**config.mk**
```make
export PLATFORM = sky130hd
export DESIGN_NAME = reg_file_sb
export DESIGN_NICKNAME = d
export VERILOG_FILES = /design/src/rtl/reg_file_pkg.sv /design/src/rtl/reg_cell.sv /design/src/rtl/reg_file_sb.sv
export SDC_FILE = /design/constraint.sdc
export NUM_CORES = 1
export LEC_CHECK = 0
export ABC_AREA = 0
export CAP_MARGIN = 20
export CORE_ASPECT_RATIO = 2
export CORE_MARGIN = 2
export CORE_UTILIZATION = 45
export CTS_CLUSTER_DIAMETER = 200
export DETAILED_ROUTE_END_ITERATION = 10
export GPL_ROUTABILITY_DRIVEN = 1
export MAX_ROUTING_LAYER = met4
export PLACE_DENSITY_LB_ADDON = 0.15
export SYNTH_ARGS = -nofsm -noshare
export SYNTH_HDL_FRONTEND = slang
export SYNTH_HIERARCHICAL = 1
export SYNTH_SLANG_ARGS = --single-unit
```
**constraint.sdc**
```tcl
create_clock -name clk -period 3.7 [get_ports clk]
set_input_delay 0.555 -clock clk [delete_from_list [all_inputs] [get_ports clk]]
set_output_delay 0.555 -clock clk [all_outputs]
set_load 0.01 [all_outputs]
```
**src/rtl/reg_file_pkg.sv**
```systemverilog
// Shared constants and types for the general-purpose register file.
package reg_file_pkg;

    localparam int DEFAULT_WIDTH = 16;
    localparam int DEFAULT_DEPTH = 8;
    localparam int DEFAULT_AW    = $clog2(DEFAULT_DEPTH);

    // Register address for the default-sized file
    typedef logic [DEFAULT_AW-1:0] reg_addr_t;

    // Value every register takes on reset
    localparam int RESET_DATA = 0;

endpackage

```
**src/rtl/reg_cell.sv**
```systemverilog
// Single WIDTH-bit register with asynchronous active-low reset and
// active-low write enable.
module reg_cell
    import reg_file_pkg::*;
#(
    parameter int WIDTH = DEFAULT_WIDTH
) (
    input  logic             clk,
    input  logic             reset,
    input  logic             we_n,
    input  logic [WIDTH-1:0] d,
    output logic [WIDTH-1:0] q
);

    // Hold the stored value; load d when the write enable is low.
    // NOTE: state registers use non-blocking assignment so every flop samples pre-edge values.
    always_ff @(posedge clk or negedge reset) begin
        if (!reset) begin
            q <= WIDTH'(RESET_DATA);
        end else if (!we_n) begin
            q <= d;
        end
    end

endmodule

```
**src/rtl/reg_file_sb.sv**
```systemverilog
// Register file with one write port, two combinational read ports and a
// per-register busy scoreboard (decode reserves, writeback clears).
// Optional macro REG_FILE_BYPASS_EN forwards the write port onto the read
// ports during the write cycle.
module reg_file_sb
    import reg_file_pkg::*;
#(
    parameter int WIDTH = DEFAULT_WIDTH,
    parameter int DEPTH = DEFAULT_DEPTH
) (
    input  logic                       clk,
    input  logic                       reset,
    input  logic                       wr_n,
    input  logic [$clog2(DEPTH)-1:0]   wr_addr,
    input  logic [WIDTH-1:0]           wr_data,
    input  logic                       rsv_n,
    input  logic [$clog2(DEPTH)-1:0]   rsv_addr,
    input  logic [$clog2(DEPTH)-1:0]   rd_addr_a,
    output logic [WIDTH-1:0]           rd_data_a,
    output logic                       rd_busy_a,
    input  logic [$clog2(DEPTH)-1:0]   rd_addr_b,
    output logic [WIDTH-1:0]           rd_data_b,
    output logic                       rd_busy_b,
    output logic [DEPTH-1:0]           busy,
    output logic                       rsv_err
);

    localparam int AW = $clog2(DEPTH);

    logic [WIDTH-1:0] regs [DEPTH];
    logic [DEPTH-1:0] busy_q;
    logic [DEPTH-1:0] wr_hit;
    logic [DEPTH-1:0] rsv_hit;

    // One-hot decode of write and reserve strobes; out-of-range addresses
    // match no register and are therefore ignored.
    // NOTE: every always_comb output gets a default first so no latch is inferred.
    always_comb begin
        wr_hit  = '0;
        rsv_hit = '0;
        for (int i = 0; i < DEPTH; i++) begin
            wr_hit[i]  = !wr_n  && (wr_addr  == AW'(i));
            rsv_hit[i] = !rsv_n && (rsv_addr == AW'(i));
        end
    end

    // Storage cells; each is reset so the whole file clears on reset.
    for (genvar g = 0; g < DEPTH; g++) begin : g_cell
        reg_cell #(.WIDTH(WIDTH)) u_cell (
            .clk   (clk),
            .reset (reset),
            .we_n  (!wr_hit[g]),
            .d     (wr_data),
            .q     (regs[g])
        );
    end

    // Scoreboard: a write clears busy, a reserve sets it (reserve wins on
    // the same address); the error pulse looks at the pre-edge busy bit.
    always_ff @(posedge clk or negedge reset) begin
        if (!reset) begin
            busy_q  <= '0;
            rsv_err <= 1'b0;
        end else begin
            busy_q  <= (busy_q & ~wr_hit) | rsv_hit;
            rsv_err <= |(rsv_hit & busy_q);
        end
    end

    assign busy = busy_q;

    // Read muxes; out-of-range read addresses return data 0 and busy 0.
    always_comb begin
        rd_data_a = '0;
        rd_busy_a = 1'b0;
        rd_data_b = '0;
        rd_busy_b = 1'b0;
        for (int i = 0; i < DEPTH; i++) begin
            if (rd_addr_a == AW'(i)) begin
                rd_data_a = regs[i];
                rd_busy_a = busy_q[i];
            end
            if (rd_addr_b == AW'(i)) begin
                rd_data_b = regs[i];
                rd_busy_b = busy_q[i];
            end
        end
`ifdef REG_FILE_BYPASS_EN
        // An in-range write to the read address forwards its data; the
        // register is shown not busy unless reserved in the same cycle.
        if ((|wr_hit) && (wr_addr == rd_addr_a)) begin
            rd_data_a = wr_data;
            rd_busy_a = !rsv_n && (rsv_addr == rd_addr_a);
        end
        if ((|wr_hit) && (wr_addr == rd_addr_b)) begin
            rd_data_b = wr_data;
            rd_busy_b = !rsv_n && (rsv_addr == rd_addr_b);
        end
`endif
    end

endmodule
```
Yosys cells after proc, flatten, opt, wreduce, memory -nomap -nowiden

Cells that the tools add are included.

Register bits after elaboration: 137
Latch bits: 0
Memory bits (writable): 0
Bits in read-only memories: 0
Input port bits: 32
Output and inout bits: 43
Logic and storage cells: 97
Memories kept: 0

Add/subtract/negate cells: 0
Multipliers: 0
Divide/modulo/power cells: 0
$lt $le $gt $ge: 0
Equal/unequal tests: 28
Shifts and indexed selects: 0
Muxes and demuxes: 32
Bitwise gates (word level): 4
Reductions and logical operators: 23

Operator list:

| cell               | count |
|---|---|
| $mux 16            | 16 |
| $eq 3x3->1 const B | 16 |
| $eq 3x2->1 const B | 8 |
| $and 8x8->8        | 2 |
| $logic_and 1x1->1  | 16 |
| $mux 1             | 16 |
| $eq 3x1->1 const B | 4 |
| $logic_not 3->1    | 4 |
| $not 8->8          | 1 |
| $or 8x8->8         | 1 |
| $reduce_or 8->1    | 1 |
| $logic_not 1->1    | 2 |

Logic depth before layout (Yosys ltp)

Gate-level depths: netlist of the first run.

Depth after elaboration: 9
Mapped depth: 7
Gate-level depth less buffers: 4

Modules after synthesis

The synthesis of the first run kept the hierarchy.

Modules (own cells, without submodules):

| module      | times used | cells an instance | area each (µm²) | seq. area each (µm²) |
|---|---|---|---|---|
| reg_cell    | 8          | 34                | 649.4           | 400.4 |
| reg_file_sb | 1          | 366               | 2876.5          | 225.2 |

Worst setup path after synthesis of the first run

Ideal clock, no wire load.

Path type: input-to-output
Start point: input port rd_addr_b[2]
End point: output port rd_data_b[10]
Arrival: 1535 ps
Required time: 3145 ps
Slack: 1610 ps
Cell stages on the path: 6
Path buffers: 3
Cells stage by stage: buf_2 > or2_1 > clkbuf_1 > buf_2 > o221ai_1 > o21a_1

Cells in the longest elaborated chain, start to end: 9
Elaborated cells between the ends (all ways): 16
Classes of those cells: 7 x eq/ne; 8 x mux; 1 x reduce/logical

Ends and longest elaborated chain:

| what                 | RTL line          | RTL |
|---|---|---|
| from (decl)          | reg_file_sb.sv:21 | `input logic [$clog2(DEPTH)-1:0] rd_addr_b,` |
| $logic_not 3->1      | reg_file_sb.sv:83 | `if (rd_addr_b == AW'(i)) begin` |
| $mux 16 (7 in a row) | reg_file_sb.sv:83 |  |
| $mux 16 (*)          | reg_file_sb.sv:83 |  |
| to (decl)            | reg_file_sb.sv:22 | `output logic [WIDTH-1:0] rd_data_b,` |

Every way passes the cells marked *; elsewhere a longest branch is shown, timed or not.

Worst setup path in the final report of the first run

Start point: input port rd_addr_b[2]
End point: output port rd_data_b[0]

The elaborated chain is that of the path after synthesis.

==> results.ini, run 1 <==
[yosys]
yosysWarnings=6
ys_top_cells_by_area=dfrtp_1 (42%), mux2_4 (15%), mux2i_1 (8.2%), mux2_2 (7.1%), a22o_1 (3.8%)
synth_top_area_share_pct=42.5
synth-seq-cells=137
synthDistinctLibCells=47
synth-async-reset-ratio_pct=100
yosys.area_share.adder_pct=0
synthFlopType=dfrtp_1
syn_nets=670
synth_compound_area_share_pct=15.3
syn_inst=638
syn_area_um2=8070
yosysSeqAreaShare_pct=42.5
synth-simple-area-share_pct=5.16
synth_top_family_by_area=multiplexers
synthMuxAreaShare_pct=30.7
synth_edf_count=0
synth_xor_area_share_pct=0
syn_avg_cell_area_um2=12.7
synth_top_area_cell=dfrtp_1

[drt]
ant_nets=0
wire_per_inst_um=26.4
drt_pre_antenna_iters=5
drt_iter0_markers=289
drc=0
drt_wl_total_um=24600
via_per_inst=6.25
vias=5830

[floorplanning]
ioPinCount=75
die-area_um2=19100
core_um2=17700
rows=69
die_height_um=193
start_util_pct=45.6
die_w_um=98.7

[clock_network]
cts_buffers=17
numClockSinks=137
htreeDepth=4
cts.path.max_buffers=2
clk_pin_slew_ns=0.06
post_cts_buffers=0
cts_root_buffer=clkbuf_16
clock_latency_ns=0.43
cts_resized=0
cts_tree=done
holdBufCountCts=0

[sta]
fin_crit_sh_pct=94.9
setup_tns_ns=0
finalHoldViolCount=0
grt_setup_unrepaired=no
slew_violations=0
fin_ws_ns=0.188
setup_viol=0
skew_ns=0.00320
slew-limit-headroom_pct=33.9
tightest_slew_ns=0.992
hold_ws_ns=0.222
fin_crit_ns=3.51
fmax_ghz=0.285

[cells_and_area]
n_fill_cell=1547
final_common_cell=dfrtp_1
multi_input_area_um2=4140
final_cell_mix=dfrtp_1 (137), mux2_4 (80), clkdlybuf4s50_1 (69)
area_growth_pct=18.1
fin_nets=739
final_util_pct=53.8
diodes=0
final-seq-area_um2=3430
drive_gt1_share_pct=30.3

[setup_path]
r2r_start=busy[3]
reg2reg_depth=3
crit_type=input pin to primary output
cp_data_arrival_time_ns=2.96
cp_max_fo=8
required_ns=3.14
end_kind=primary output
startpoint_type=input pin
crit_path_start=rd_addr_b[2]

[power]
peakVddDrop_mv=0.282
p_leak_nw=4.35
p_per_area_nw_per_um2=574
p_total_mw=5.47

[global_routing]
grt_usage_pct=27.1
gr-total-overflow=0
grt_pass1_wl_um=37400
grt_max_degree=103
grt_pass1_vias=6324
antenna_found_initial=0

[place]
place_hpwl_um=17300
gp_congestion=0.880
pre_cts_ws_ns=0.266
port_buffers=74

[hold_path]
worstHoldPathType=input pin to async pin

[run_status]
status=completed

[run]
max_cap_violations=0

-- registers in the layout (all words and copies together), names as in the netlist --
register and cells:
g_cell.u_cell/q 128, rsv_err 1, busy 8
-- layer usage --
metal	global-route usage (%)	part of all wire (%)	wire [µm]
met1	29.6	37	9030
met2	45.1	53	12900
met3	3.76	3.5	873
met4	18.4	7.1	1750
met5	-	0	0
-- report_power, final --
group | switching [mW] | internal, mW
Clock | 0.663 | 1.25
Combinational | 0.588 | 0.835
Sequential | 0.297 | 1.83
Total | 1.55 | 3.92
-- final timing paths --
| check | to | slack [ns] |
|---|---|---|
| setup / recovery | rd_data_b[0] | 0.19 |
| hold / removal | g_cell[6].u_cell/q[12] | 0.22 |
| setup reg to reg | rsv_err | 2.53 |
| hold reg to reg | g_cell[0].u_cell/q[15] | 0.53 |
| max in group asynchronous | g_cell[0].u_cell/q[13] | 2.66 |
| min in group clk | g_cell[0].u_cell/q[15] | 0.53 |
-- final cells by class --
| cell class | instances | area share, % |
|---|---|---|
| multi-input combinational | 439 | 43.4 |
| sequential | 137 | 36.0 |
| inverter | 2 | 0.0788 |
| timing repair buffer | 110 | 10.8 |
| clock buffer | 22 | 4.98 |
| tap | 213 | 2.80 |
| clock inverter | 10 | 1.97 |
-- cell families after synthesis --
group,Yosys count
buf+inv,62
compound gates,147
mux,199
flops,137
simple gates,93
-- Yosys cell counts (2+ instances only) --
library cell / n
mux2i_1: 66
nand2_1: 68
buf_4: 4
buf_1: 2
mux2_2: 51
o21a_1: 30
inv_1: 2
nor2b_2: 2
a22oi_2: 10
a22o_1: 35
buf_2: 20
o221ai_1: 30
nand3_1: 2
a31oi_1: 2
a22oi_1: 21
dfrtp_1: 137
mux4_2: 2
a32oi_1: 2
nor2b_1: 5
nor2_1: 5
buf_12: 8
or2_1: 2
buf_6: 12
clkbuf_2: 2
mux2_4: 80
o21ai_0: 4
a32o_1: 4
clkbuf_1: 11
-- stage by stage --
step / instance area [µm²] / std cells
final: 9530 / 933
after global routing: 9530 / 933
after CTS: 9530 / 933
after detailed placement: 8870 / 901
after global placement: 8870 / 901
after floorplan: 8070 / 638
-- critical path: stages --
cell,delay [ns]
clkdlybuf4s50_1,0.51
buf_4,0.23
nor2b_2,0.20
buf_4,0.22
a22oi_1,0.11
o221ai_1,0.43
o21a_1,0.17
clkdlybuf4s50_1,0.53
No activity file was read; power rests on OpenSTA's default activity.
==> run 2, diff against run 1 <==
--- a/config.mk
+++ b/config.mk
@@ -9,7 +9,7 @@
 export CAP_MARGIN = 20
 export CORE_ASPECT_RATIO = 2
 export CORE_MARGIN = 2
-export CORE_UTILIZATION = 45
+export CORE_UTILIZATION = 55
 export CTS_CLUSTER_DIAMETER = 200
 export DETAILED_ROUTE_END_ITERATION = 10
 export GPL_ROUTABILITY_DRIVEN = 1
==> constraint.sdc (replaced) <==
create_clock -name clk -period 4.2 [get_ports clk]
set_input_delay 0.63 -clock clk [delete_from_list [all_inputs] [get_ports clk]]
set_output_delay 0.63 -clock clk [all_outputs]
set_load 0.01 [all_outputs]
==> results.ini, run 2 (synthesis gave the netlist of run 1 again) <==
[floorplanning]
die-area_um2=15700  ; -18%
rows=62  ; -10%
start_util_pct=56.2  ; +11 points
core_um2=14400  ; -19%
die_height_um=175  ; -9.3%
ioPinCount=75  ; unchanged
die_w_um=89.7  ; -9.2%

[clock_network]
cts_root_buffer=clkbuf_16
cts.path.max_buffers=2  ; unchanged
numClockSinks=137  ; unchanged
cts_buffers=17  ; unchanged
cts_tree=done
holdBufCountCts=0  ; unchanged
htreeDepth=4  ; unchanged
post_cts_buffers=0  ; unchanged
clk_pin_slew_ns=0.07  ; about the same
clock_latency_ns=0.43  ; about the same
cts_resized=0  ; unchanged

[setup_path]
required_ns=3.57  ; +0.43 ns
reg2reg_slack_ns=3.03  ; +0.50 ns
end_kind=primary output
r2r_start=busy[1]
timing.rr.end=rsv_err
reg2reg_depth=3  ; unchanged
cp_max_fo=14  ; +6
cp_data_arrival_time_ns=3.15  ; +0.19 ns
startpoint_type=input pin
crit_type=input pin to primary output

[power]
p_switching_mw=1.44  ; -7.2%
clkPwrFrac_pct=31.3  ; -3.8 points
p_per_area_nw_per_um2=495  ; -14%
p_sw_share_pct=31.2  ; +2.8 points
p_comb_share_pct=28.0  ; +2.0 points
p_int_mw=3.18  ; -19%
p_seq_share_pct=40.7  ; +1.8 points
p_leak_nw=4.25  ; -2.4%
p_total_mw=4.61  ; -16%
peakVddDrop_mv=0.281  ; about the same

[drt]
drt_pre_antenna_iters=5  ; unchanged
via_per_inst=6.53  ; +4.4%
drt_wl_total_um=25200  ; +2.6%
ant_nets=0  ; unchanged
wire_per_inst_um=28.0  ; +6.2%
vias=5886  ; +0.96%
drc=0  ; unchanged
drt_iter0_markers=371  ; +28%

[sta]
skew_ns=0.00274  ; -0.000456 ns
grt_setup_unrepaired=no
slew_violations=0  ; unchanged
slew-limit-headroom_pct=22.3  ; -12 points
hold_ws_ns=0.215  ; -0.00684 ns
tightest_slew_ns=1.16  ; +0.170 ns
setup_tns_ns=0  ; unchanged
fin_crit_ns=3.78
finalHoldViolCount=0  ; unchanged
fin_crit_sh_pct=90.0
setup_viol=0  ; unchanged
fmax_ghz=0.265

[cells_and_area]
largest_reg_flops=128  ; unchanged
area_growth_pct=15.5
fin_nets=729  ; -1.4%
multi_input_area_um2=4140  ; unchanged
diodes=0  ; unchanged
n_fill_cell=1095  ; -29%
final-seq-area_um2=3430  ; unchanged
final_common_cell=dfrtp_1
registers.top_by_ff_count=g_cell.u_cell/q
drive_gt1_share_pct=29.4  ; -0.84 points
final_area_um2=9320  ; -2.2%
final_cell_mix=dfrtp_1 (137), mux2_4 (80), clkdlybuf4s50_1 (69)
final_util_pct=64.9  ; +11 points

[run_status]
status=completed

[global_routing]
grt_max_degree=78  ; -24%
antenna_found_initial=0  ; unchanged
grt_pass1_vias=6242  ; -1.3%
gr-total-overflow=0  ; unchanged
grt_pass1_wl_um=38000  ; +1.6%
grt_usage_pct=34.9  ; +7.8 points

[run]
max_cap_violations=0  ; unchanged

[place]
port_buffers=74  ; unchanged
place_hpwl_um=17300  ; +0.46%
dpl_cell_area_um2=8750  ; -1.3%
gp_congestion=1.00  ; +14%

[hold_path]
worstHoldPathType=input pin to async pin

run 2: cell types whose count changed in the layout (fill, tap and decap cells not counted), sizes merged:
cell,change
bufinv,-4
inv,+1
clkinvlp,+3
clkinv,+3
clkbuf,-3
buf,-10
run 2: metrics by stage:
stage | setup WS (ns) | instances
after floorplan | 1.96 | 638
after detailed placement | 0.596 | 870
final | 0.420 | 902
after CTS | 0.510 | 902
after global routing | 0.324 | 902
after global placement | 0.577 | 870
run 2: worst max path at each step:
stage,from,to,slack (ns)
after floorplan,rd_addr_b[2],rd_data_b[10],1.96
after global placement,rd_addr_a[2],rd_data_a[15],0.58
after detailed placement,rd_addr_a[2],rd_data_a[15],0.60
after CTS,rd_addr_b[2],rd_data_b[2],0.51
after global routing,rd_addr_b[2],rd_data_b[2],0.32
final,rd_addr_b[2],rd_data_b[2],0.42
run 2: critical path, stage by stage:
cell             delay [ns]
clkdlybuf4s50_1        0.51
nor2b_2                0.63
a22oi_1                0.25
o221ai_1               0.23
o21a_1                 0.29
clkdlybuf4s50_1        0.60
run 2: layout make-up:
type	instances	share of cell area [%]
Clock buffer	19	4.75
Sequential cell	137	36.8
Clock inverter	13	1.30
Timing Repair Buffer	100	10.1
Inverter	2	0.0806
Tap cell	192	2.58
Multi-Input combinational cell	439	44.4
run 2: routing by layer:
layer	global-route usage [%]	vias to the layer above	part of all wire [%]
met4	28.6	0	9.4
met3	6.53	108	4.7
li1	-	2515	-
met5	-	-	0
met2	54.9	255	51
met1	36.7	3008	35
run 2: power groups by stage:
stage | registers [mW] | clock network (mW) | logic (mW)
CTS | 1.87 | 1.46 | 1.28
detailed placement | 1.89 | 0 | 1.27
global route | 1.91 | 1.52 | 1.37
floorplan | 1.81 | 0 | 0.828
global placement | 1.86 | 0 | 1.26
finish | 1.88 | 1.45 | 1.29
==> run 3, diff against run 2 <==
--- a/config.mk
+++ b/config.mk
@@ -10,7 +10,9 @@
 export CORE_ASPECT_RATIO = 2
 export CORE_MARGIN = 2
 export CORE_UTILIZATION = 55
+export CTS_BUF_LIST = sky130_fd_sc_hd__clkbuf_4 sky130_fd_sc_hd__clkbuf_8
 export CTS_CLUSTER_DIAMETER = 200
+export CTS_CLUSTER_SIZE = 12
 export DETAILED_ROUTE_END_ITERATION = 10
 export GPL_ROUTABILITY_DRIVEN = 1
 export MAX_ROUTING_LAYER = met4
==> results.ini, run 3 (synthesis gave the netlist of run 1 again) <==
[place]
port_buffers=74  ; unchanged
place_hpwl_um=17300  ; unchanged
gp_congestion=1.00  ; unchanged
dp_cells=870  ; unchanged

[floorplanning]
die_height_um=175  ; unchanged
ioPinCount=75  ; unchanged
die_w_um=89.7  ; unchanged
rows=62  ; unchanged
start_util_pct=56.2  ; unchanged
die-area_um2=15700  ; unchanged
core_um2=14400  ; unchanged

[setup_path]
crit_type=input pin to primary output
startpoint_type=input pin
cp_max_fo=14  ; unchanged
required_ns=3.57  ; about the same
cp_data_arrival_time_ns=3.08  ; -0.07 ns
end_kind=primary output

[cells_and_area]
area_growth_pct=13.1
stdcell_count=902  ; unchanged
final_common_cell=dfrtp_1
drive_gt1_share_pct=29.6  ; +0.14 points
registers.top_by_ff_count=g_cell.u_cell/q
fin_nets=729  ; unchanged
final_cell_mix=dfrtp_1 (137), mux2_4 (80), clkdlybuf4s50_1 (69)
largest_reg_flops=128  ; unchanged
diodes=0  ; unchanged
final_util_pct=63.6  ; -1.3 points

[power]
peakVddDrop_mv=0.232  ; -18%
p_leak_nw=4.17  ; -2.0%
p_per_area_nw_per_um2=462  ; -6.7%

[global_routing]
antenna_found_initial=0  ; unchanged
grt_pass1_wl_um=37600  ; -0.98%
gr-total-overflow=0  ; unchanged
grt_pass1_vias=6205  ; -0.59%
grt_max_degree=78  ; unchanged
grt_usage_pct=34.3  ; -0.64 points

[sta]
grt_setup_unrepaired=no
slew_violations=0  ; unchanged
fin_crit_ns=3.71  ; -0.0732 ns
fin_crit_sh_pct=88.2  ; -1.7 points
setup_tns_ns=0  ; unchanged
finalHoldViolCount=0  ; unchanged
tightest_slew_ns=1.16  ; -0.00104 ns
slew-limit-headroom_pct=22.4  ; +0.069 points
fmax_ghz=0.270  ; +2.0%
skew_ns=0.00418  ; +0.00143 ns
setup_viol=0  ; unchanged

[clock_network]
clk_pin_slew_ns=0.09  ; +0.02 ns
cts.path.max_buffers=2  ; unchanged
post_cts_buffers=0  ; unchanged
cts_tree=done
cts_buffers=17  ; unchanged
cts_resized=0  ; unchanged
holdBufCountCts=0  ; unchanged
clock_latency_ns=0.45  ; +0.02 ns
htreeDepth=4  ; unchanged
numClockSinks=137  ; unchanged
cts_root_buffer=clkbuf_8

[drt]
ant_nets=0  ; unchanged
drt_wl_total_um=25000  ; -0.90%
via_per_inst=6.58  ; +0.85%
drc=0  ; unchanged
drt_pre_antenna_iters=5  ; unchanged
vias=5936  ; +0.85%
drt_iter0_markers=391  ; +5.4%
wire_per_inst_um=27.7  ; -0.90%

[run_status]
status=completed

[hold_path]
worstHoldPathType=input pin to async pin

[run]
max_cap_violations=0  ; unchanged

## run 3: per-stage QoR
step / instance area, µm² / worst slack (ns) / hold slack, ns / power [mW]
2_1_floorplan: 8070 / 1.96 / 0.334 / 2.64
3_5_place_dp: 8750 / 0.596 / 0.519 / 3.16
6_report: 9130 / 0.494 / 0.179 / 4.22
5_1_grt: 9130 / 0.457 / 0.236 / 4.39
3_3_place_gp: 8750 / 0.577 / 0.509 / 3.12
4_1_cts: 9130 / 0.589 / 0.232 / 4.21
## run 3: worst paths after layout
path,start,end,depth (start not counted),slack [ns]
max,rd_addr_b[2],rd_data_b[10],6,0.49
min,reset,g_cell[7].u_cell/q[5],1,0.18
max reg2reg,busy[1],rsv_err,3,3.01
min reg2reg,g_cell[0].u_cell/q[3],g_cell[0].u_cell/q[3],1,0.54
max in group asynchronous,reset,g_cell[3].u_cell/q[14],2,3.01
min in group clk,g_cell[0].u_cell/q[3],g_cell[0].u_cell/q[3],1,0.54
## run 3: critical path: stages
cell and delay [ns]:
clkdlybuf4s50_1 0.51, nor2b_2 0.62, a22oi_1 0.25, o221ai_1 0.24, o21a_1 0.14, clkdlybuf4s50_1 0.68
## run 3: cell type report
type	count	area, µm²
Inverter	2	7.51
Timing Repair Buffer	100	942
Clock buffer	19	255
Fill cell	1120	5220
Multi-Input combinational cell	439	4140
Sequential cell	137	3430
Tap cell	192	240
Clock inverter	13	121
## run 3: routing by layer
layer	part of all wire [%]	vias up	wire [µm]	GRT usage, %
met5	0	-	0	-
met1	34	3012	8540	35.8
met4	9.3	0	2330	28.0
li1	-	2512	-	-
met3	5.2	112	1300	6.06
met2	51	300	12900	54.3
## run 3: power breakdown
| part | internal [mW] | leakage [nW] | switching (mW) |
|---|---|---|---|
| registers | 1.61 | 1.64 | 0.267 |
| clock network | 0.494 | 0.179 | 0.560 |
| logic | 0.732 | 2.34 | 0.560 |
| total | 2.83 | 4.17 | 1.39 |
